$ cat src/rtl/hazard_controller.sv
`default_nettype none
// ============================================================================
// Module   : hazard_controller
// Purpose  : Stage-register enables/flushes for the five-stage core: load-use
//            stall, branch/jump squash and multi-cycle mul/div EX occupancy.
// Revision : 1.0 - initial release
// ============================================================================
module hazard_controller #(
    parameter int MULDIV_LATENCY = 4,
    parameter int STALL_CNT_W    = 16
) (
    input  logic                   Clock,
    input  logic                   Reset,
    input  logic                   IDEX_MemRead,
    input  logic [4:0]             IDEX_Rt,
    input  logic [4:0]             IFID_Rs,
    input  logic [4:0]             IFID_Rt,
    input  logic                   Branch_Taken,
    input  logic                   Jump,
    input  logic                   IDEX_MulDiv,
    output logic                   PC_WriteEnable,
    output logic                   IFID_WriteEnable,
    output logic                   IFID_Flush,
    output logic                   IDEX_WriteEnable,
    output logic                   IDEX_Flush,
    output logic                   EXMEM_Flush,
    output logic                   MD_Busy,
    output logic [STALL_CNT_W-1:0] Stall_Count
);

    typedef enum logic [0:0] {
        ST_RUN     = 1'b0,
        ST_MD_WAIT = 1'b1
    } state_t;

    localparam logic [7:0]             MD_RELOAD = 8'(MULDIV_LATENCY - 1);
    localparam logic [STALL_CNT_W-1:0] CNT_MAX   = '1;
    localparam logic [STALL_CNT_W-1:0] CNT_ONE   = STALL_CNT_W'(1);

    state_t                   state_q, state_d;
    logic [7:0]               md_cnt_q, md_cnt_d;
    logic [STALL_CNT_W-1:0]   stall_cnt_q, stall_cnt_d;

    logic                     md_stall;
    logic                     load_use_hit;
    logic                     ctrl_redirect;

    // ------------------------------------------------------------------
    // State register
    // ------------------------------------------------------------------
    always_ff @(posedge Clock) begin
        if (Reset) begin
            state_q     <= ST_RUN;
            md_cnt_q    <= 8'd0;
            stall_cnt_q <= '0;
        end else begin
            state_q     <= state_d;
            md_cnt_q    <= md_cnt_d;
            stall_cnt_q <= stall_cnt_d;
        end
    end

    // ------------------------------------------------------------------
    // Mul/div sequencing
    // ------------------------------------------------------------------
    always_comb begin
        state_d  = state_q;
        md_cnt_d = md_cnt_q;
        md_stall = 1'b0;
        case (state_q)
            ST_RUN: begin
                if (IDEX_MulDiv) begin
                    md_stall = 1'b1;
                    md_cnt_d = MD_RELOAD;
                    state_d  = ST_MD_WAIT;
                end
            end
            ST_MD_WAIT: begin
                if (md_cnt_q != 8'd0) begin
                    md_stall = 1'b1;
                    md_cnt_d = md_cnt_q - 8'd1;
                end else begin
                    // Release cycle: the mul/div still sits in ID/EX, so
                    // IDEX_MulDiv is deliberately not looked at here.
                    md_cnt_d = 8'd0;
                    state_d  = ST_RUN;
                end
            end
            default: begin
                state_d  = ST_RUN;
                md_cnt_d = 8'd0;
            end
        endcase
    end

    assign load_use_hit  = IDEX_MemRead && (IDEX_Rt != 5'd0) &&
                           ((IDEX_Rt == IFID_Rs) || (IDEX_Rt == IFID_Rt));
    assign ctrl_redirect = Branch_Taken || Jump;

    // ------------------------------------------------------------------
    // Output decode: mul/div > load-use > branch/jump squash
    // ------------------------------------------------------------------
    always_comb begin
        PC_WriteEnable   = 1'b1;
        IFID_WriteEnable = 1'b1;
        IFID_Flush       = 1'b0;
        IDEX_WriteEnable = 1'b1;
        IDEX_Flush       = 1'b0;
        EXMEM_Flush      = 1'b0;
        MD_Busy          = 1'b0;
        if (!Reset) begin
            if (md_stall) begin
                PC_WriteEnable   = 1'b0;
                IFID_WriteEnable = 1'b0;
                IDEX_WriteEnable = 1'b0;
                EXMEM_Flush      = 1'b1;
                MD_Busy          = 1'b1;
            end else if (load_use_hit) begin
                // Branch operands are not valid yet, so no squash here.
                PC_WriteEnable   = 1'b0;
                IFID_WriteEnable = 1'b0;
                IDEX_Flush       = 1'b1;
            end else if (ctrl_redirect) begin
                IFID_Flush       = 1'b1;
            end
        end
    end

    // ------------------------------------------------------------------
    // Saturating stall-cycle counter
    // ------------------------------------------------------------------
    always_comb begin
        stall_cnt_d = stall_cnt_q;
        if (!PC_WriteEnable && (stall_cnt_q != CNT_MAX)) begin
            stall_cnt_d = stall_cnt_q + CNT_ONE;
        end
    end

    assign Stall_Count = stall_cnt_q;

endmodule
`default_nettype wire
$ cat config.mk
export PLATFORM = sky130hd
export DESIGN_NAME = hazard_controller
export DESIGN_NICKNAME = d
export VERILOG_FILES = /design/src/rtl/hazard_controller.sv
export SDC_FILE = /design/constraint.sdc
export NUM_CORES = 1
export LEC_CHECK = 0
export BUFFER_PORTS_ARGS = -buffer_cell sky130_fd_sc_hd__buf_2
export CORE_ASPECT_RATIO = 1.25
export CORE_MARGIN = 2
export CORE_UTILIZATION = 37
export CTS_BUF_LIST = sky130_fd_sc_hd__clkbuf_8 sky130_fd_sc_hd__clkbuf_16
export DETAILED_ROUTE_END_ITERATION = 16
export SLEW_MARGIN = 15
export SYNTH_ARGS = -nofsm -noshare
export SYNTH_HDL_FRONTEND = slang
export SYNTH_SLANG_ARGS = --single-unit
$ cat constraint.sdc
create_clock -name Clock -period 1.8 [get_ports Clock]
set_input_delay 0.09 -clock Clock [delete_from_list [all_inputs] [get_ports Clock]]
set_output_delay 0.09 -clock Clock [all_outputs]
set_load 0.01 [all_outputs]
# --- Yosys cells after proc, flatten, opt, wreduce, memory -nomap -nowiden ---
# Index checks and enable logic that the tools add are counted.
op_classes:
  add_sub_neg: 2
  eq_ne: 4
  mux: 20
  n_bitwise: 1
  reduce_logical: 8
op_table:
  columns: ["cell", "n"]
  rows:
  - ["$add A16 B1 Y16 const B", 1]
  - ["$mux W1", 16]
  - ["$mux W8", 2]
  - ["$ne A16 B16 Y1 const B", 1]
  - ["$pmux W8 S2", 1]
  - ["$eq A5 B5 Y1", 2]
  - ["$reduce_bool A8 Y1", 1]
  - ["$sub A8 B1 Y8 const B", 1]
  - ["$reduce_bool A5 Y1", 1]
  - ["$logic_and A1 B1 Y1", 3]
  - ["$logic_or A1 B1 Y1", 2]
  - ["$ne A2 B2 Y1 const B", 1]
  - ["$pmux W1 S2", 1]
  - ["$logic_not A1 Y1", 1]
  - ["$not A1 Y1", 1]
word_totals:
  reg_bits: 25
  in_bits: 21
  wordCells: 38

# --- Longest topological paths before layout ---
depth:
  depth_word: 8
  mapped_depth: 9
  mapped_depth_nobuf: 7

# --- Least setup slack after synthesis ---
# OpenSTA, ideal clock, no wires.
synth_path:
  kind: "flip-flop to flip-flop"
  from: "register stall_cnt_q[0] (netlist: Stall_Count[0])"
  to: "register stall_cnt_q[1] (netlist: Stall_Count[1])"
  setup_time_ps: 128
  arrival_ps: 1858
  setup_slack_ps: -186
  stages_incl_launch_ff: 10
  path_cell_list: "dfxtp_1 > ha_1 > nand4_1 > nor4_4 > nor2_1 > a21oi_2 > buf_6 > buf_12 > mux2i_1 > nor2_1"
synth_between:
  elab_chain_len: 2
  word_cells_on_any_way: 3
  classes_between: "add/sub (1); eq/ne (1); reduce/logical (1)"
synth_rtl:
  columns: ["element", "line", "text"]
  rows:
  - ["from (decl)", "42", "logic [STALL_CNT_W-1:0] stall_cnt_q, stall_cnt_d;"]
  - ["from (signal assigned)", "59", "stall_cnt_q <= stall_cnt_d;"]
  - ["branches (longest 2 deep; another with $add A16 B1 Y16)", null, null]
# Several ways; the timed one is not identified.
# A chain may end at the register's enable or synchronous reset.

# --- Worst setup path after layout ---
layout_path:
  from: "register md_cnt_q[1]"
  to: "register stall_cnt_q[15] (netlist: Stall_Count[15])"
layout_between:
  elab_chain_len: 7
layout_rtl:
  columns: ["element", "line", "text"]
  rows:
  - ["from (decl)", "41", "logic [7:0] md_cnt_q, md_cnt_d;"]
  - ["from (signal assigned)", "58", "md_cnt_q <= md_cnt_d;"]
  - ["$reduce_bool A8 Y1", "79", "if (md_cnt_q != 8'd0) begin"]
  - ["$mux W1", "79", null]
  - ["$pmux W1 S2", "70", "case (state_q)"]
  - ["$mux W1", "112", "if (md_stall) begin"]
  - ["$mux W1", "111", "if (!Reset) begin"]
  - ["$logic_not A1 Y1", "134", "if (!PC_WriteEnable && (stall_cnt_q != CNT_MAX)) begin"]
  - ["$logic_and A1 B1 Y1", "134", null]
# Every way passes these cells.

==> results.txt <==
The flow ran to the end, but the final reports show violations. The checks that failed: negative setup slack. In the routed layout, each cell is associated on average with a via count of 5.091. The tools report the final worst-path setup slack as -0.01592 ns. STA classifies the critical path startpoint as a register. The number of cells traversed by the worst register-to-register path works out to 8.

Among all stages on the critical path, the largest delay is contributed by or4_1. In the post-synthesis netlist, the biggest area contributors are dfxtp_1 (34%), a21oi_1 (6.8%), xnor2_1 (6.6%). The basic-gate share of the synthesized area counting and, or, nand and nor cells was 29.47%. For the buffer levels on the longest clock path, the log shows 2. The number of placed I/O pins was 44. In this run the vertical extent of the chip is 74.45 µm. The area of the multi-input gates came out at 1006 µm². For the number of setup violations in the final report, the log shows 2. The tools report the final routed wirelength across all metal layers as 3769 µm. Count of fill cells added during filler insertion: 366. Number of global-route vias before repair: 1413.

Startpoint of the lowest-slack hold path: IDEX_MulDiv. The share of synthesized registers carrying an async set or reset came out at 0%. The global-route wire length before repair came out at 5940 µm. Final count of pins violating max slew: 0.

The multiplexer fraction of the synthesized cell area came out at 1.448%. The tools report the data arrival time of the worst path as 2.02 ns. The critical path goes through inv_2 > ha_4 > a41o_1 > nor2_1 > a21oi_2 > buf_6 > or4_1 > a21oi_1. The number of DRC violations after detailed routing is 0, and the maximum VDD drop is 0.5516 mV.

The die covers 4493 µm². The initial antenna violation count was 0. The detail-routed net length per standard cell was 11.82 µm. The xor and xnor area share after synthesis was 7.751%. The terminating pin of the worst hold path is md_cnt_q[1].

After routing the design area is 2237 µm². The tools report the cell area after technology mapping as 1469 µm². The final global-route overflow total was 0; the power density over the cells was 751.9 nW/µm².

The minimum period implied by the final worst setup slack came out at 1.816 ns. The run gives 0 as the total inserted antenna cells. In this run the standard cell core region covers 3785 µm². Cells fill 59.11% of the core in the end. The worst hold path belongs to the class input port to register. In the synthesized netlist, the number of instances is 182. The mean cell area of the mapped netlist was 8.071 µm². The first detailed-routing pass took 4 iterations. Along the worst hold path, the cell count comes to 2. Counting flops with a built-in enable in the synthesized netlist gives 0. The completed layout was analyzed and its total power is 1.682 mW. After the first detailed-routing iteration, the DRC count stood at 45. For the number of nets still failing antenna checks after routing, the log shows 0. The number of cell rows is 25. Setup repair after global routing could not meet its margin everywhere.

The category of the critical setup timing path was register to register. The final critical path takes up 100.9% of the cycle. The routability congestion estimate is 0.7615. The count of buffers added on input and output ports is 43. The HPWL after detailed placement is 2850 µm. The number of H-tree branching levels was 1; the x dimension of the die was 60.36 µm.

The most used flip-flop cell after synthesis is dfxtp_1. For this design the static power due to leakage is 0.9596 nW. For the final number of hold-violating endpoints, the log shows 0. Buffers inserted during clock tree synthesis total 3. Once the floorplan was initialized, standard cells occupied 38.81% of the core. In this run the worst path has a maximum fanout of 8. The transition at the pin with the smallest max-transition slack was 0.4238 ns; the layout cell share with drive strength beyond 1 was 47.92%. Clock latency on the worst-skew pair, taken at its later pin, is 0.27 ns.

The routed via count came out at 1624. The cell type with the highest aggregate area in the netlist is dfxtp_1. STA classifies the critical path endpoint as a register. Across the run, the number of max-cap violations was 0. The worst hold slack is 0.09865 ns, and the post-synthesis sequential element count is 25. From synthesis to final layout, the design area changed by 52.30%. The logs give -0.08175 ns for the setup slack after placement and 290 for the post-layout net count. In the global route stage, overall resource usage came out at 16.91%. The tools report the required time at the endpoint of the critical path as 2.00 ns.

On the final layout, the worst clock skew is 0.003340 ns. For the post-place instance area, the log shows 1977 µm². By area, the combinational part of the netlist is dominated by simple AND/OR/NAND/NOR gates. Summing all flip-flop and latch instances after layout gives 519.2 µm². For the number of distinct standard cells referenced by the synthesized netlist, the log shows 40. The tools report the reg-to-reg critical path startpoint as md_cnt_q[1]. The top achievable clock speed is 0.5507 GHz, and the sequential area share after synthesis is 34.07%.

TritonCTS built the clock tree. The delay of the slowest cell on the worst path is 0.49 ns, and the worst-case register-to-register setup slack is -0.02 ns. The worst register-to-register path ends at Stall_Count[15].

Clock-pin slew was measured on the worst setup and hold paths at 0.09 ns. After clock tree synthesis, the flow added hold-fix buffers numbering 0. In this run the clock root is driven by a clkbuf_8. The top cell type's share of synthesized area came out at 34.07%. The compound-gate portion of the synthesized area is 19.25%. Entering global routing, the biggest net connects 21 pins. The clock net in this run drives a total of 25 sinks. The number of nets handed over by synthesis was 206. The remaining max-slew budget at the tightest pin was 71.75%; the total of warnings raised by yosys was 0.

The synthesized netlist devotes 2.555% of its cell area to adder and majority cells.
[through the flow]
step	setup TNS, ns	instances
after floorplan	0	182
after global placement	-0.06519	308
after detailed placement	-0.3216	308
after CTS	-0.04334	316
after global routing	-1.062	319
final	-0.02740	319
[layout by cell type (no fill, tap or decap), drive strengths merged, types with 2 or more instances in the layout]
cell type	synthesis	layout
a211oi	2	2
a21oi	21	21
a41o	2	2
and2	3	3
and3	4	4
buf	4	87
clkbuf	4	3
dfxtp	25	25
ha	3	3
inv	5	5
nand2	12	12
nand2b	2	2
nand3	8	8
nand3b	2	2
nand4	5	5
nor2	18	18
nor3	5	5
nor4	2	2
o21ai	13	13
o31ai	3	3
or3	12	12
or4	4	4
xnor2	11	11
xor2	2	2
[worst max-delay path: cells and delay by family (launching register included)]
kind	cells	cell delay, ns
and+or+nand+nor	2	0.61
AOI/OAI and AO/OA	3	0.43
DFF	1	0.36
buffers and inverters	2	0.20
adders and majority gates	1	0.15
[power breakdown]
group | leakage (nW) | internal [mW] | total, mW | switching (mW)
combinational | 0.730 | 0.381 | 0.694 | 0.313
sequential | 0.208 | 0.603 | 0.646 | 0.0430
clock | 0.0217 | 0.157 | 0.342 | 0.185
total | 0.960 | 1.14 | 1.68 | 0.541
[sequential cells by signal (all words and copies together) (netlist names)]
name         cells
Stall_Count     16
md_cnt_q         8
state_q          1
[worst max-delay path by stage]
stage                    from         endpoint  slack (ns)  depth (start not counted)
2_1_floorplan  Stall_Count[0]   Stall_Count[1]       0.008                          9
3_3_place_gp      md_cnt_q[0]  Stall_Count[13]       -0.02                          8
3_5_place_dp      md_cnt_q[0]  Stall_Count[15]       -0.08                          8
4_1_cts           md_cnt_q[1]  Stall_Count[15]       -0.02                          8
5_1_grt        Stall_Count[3]  Stall_Count[11]       -0.10                          8
6_report          md_cnt_q[1]  Stall_Count[15]       -0.02                          8
[logic make-up after synthesis]
| logic type | Yosys count |
|---|---|
| XOR/XNOR | 13 |
| adder cells (fa/ha/maj) | 3 |
| flip-flops | 25 |
| multiplexers | 2 |
| buffers and inverters | 13 |
| AO/OA/AOI/OAI | 47 |
| AND/OR/NAND/NOR | 79 |
[repair_timing]
item | CTS | global route
resized for setup | 16 | 24
endpoints found under the setup margin | 11 | 24
buffers inserted | 4 | 3
pin swaps | 9 | 7
[cells in the mapped netlist, drive strengths merged, types with 2 or more instances]
master,count
dfxtp,25
a21oi,21
nor2,18
o21ai,13
nand2,12
or3,12
xnor2,11
nand3,8
inv,5
nand4,5
nor3,5
and3,4
buf,4
clkbuf,4
or4,4
and2,3
ha,3
o31ai,3
a211oi,2
a41o,2
nand2b,2
nand3b,2
nor4,2
xor2,2
[cell type report]
| type | instances | share of cell area [%] |
|---|---|---|
| Multi-Input combinational cell | 144 | 44.97 |
| Timing Repair Buffer | 87 | 25.78 |
| Sequential cell | 25 | 23.21 |
| Tap cell | 54 | 3.020 |
| Clock buffer | 3 | 1.846 |
| Inverter | 5 | 0.8389 |
| Clock inverter | 1 | 0.3356 |
[metal layers]
| metal | vias up | GRT usage, % | share of wire, % |
|---|---|---|---|
| li1 | 830 | - | - |
| met1 | 751 | 20.85 | 44 |
| met2 | 41 | 29.83 | 52 |
| met3 | 2 | 2.261 | 3.8 |
| met4 | 0 | 5.679 | 0.72 |
| met5 | - | 0 | 0 |
Note: power is estimated with default switching activity, not from simulation.
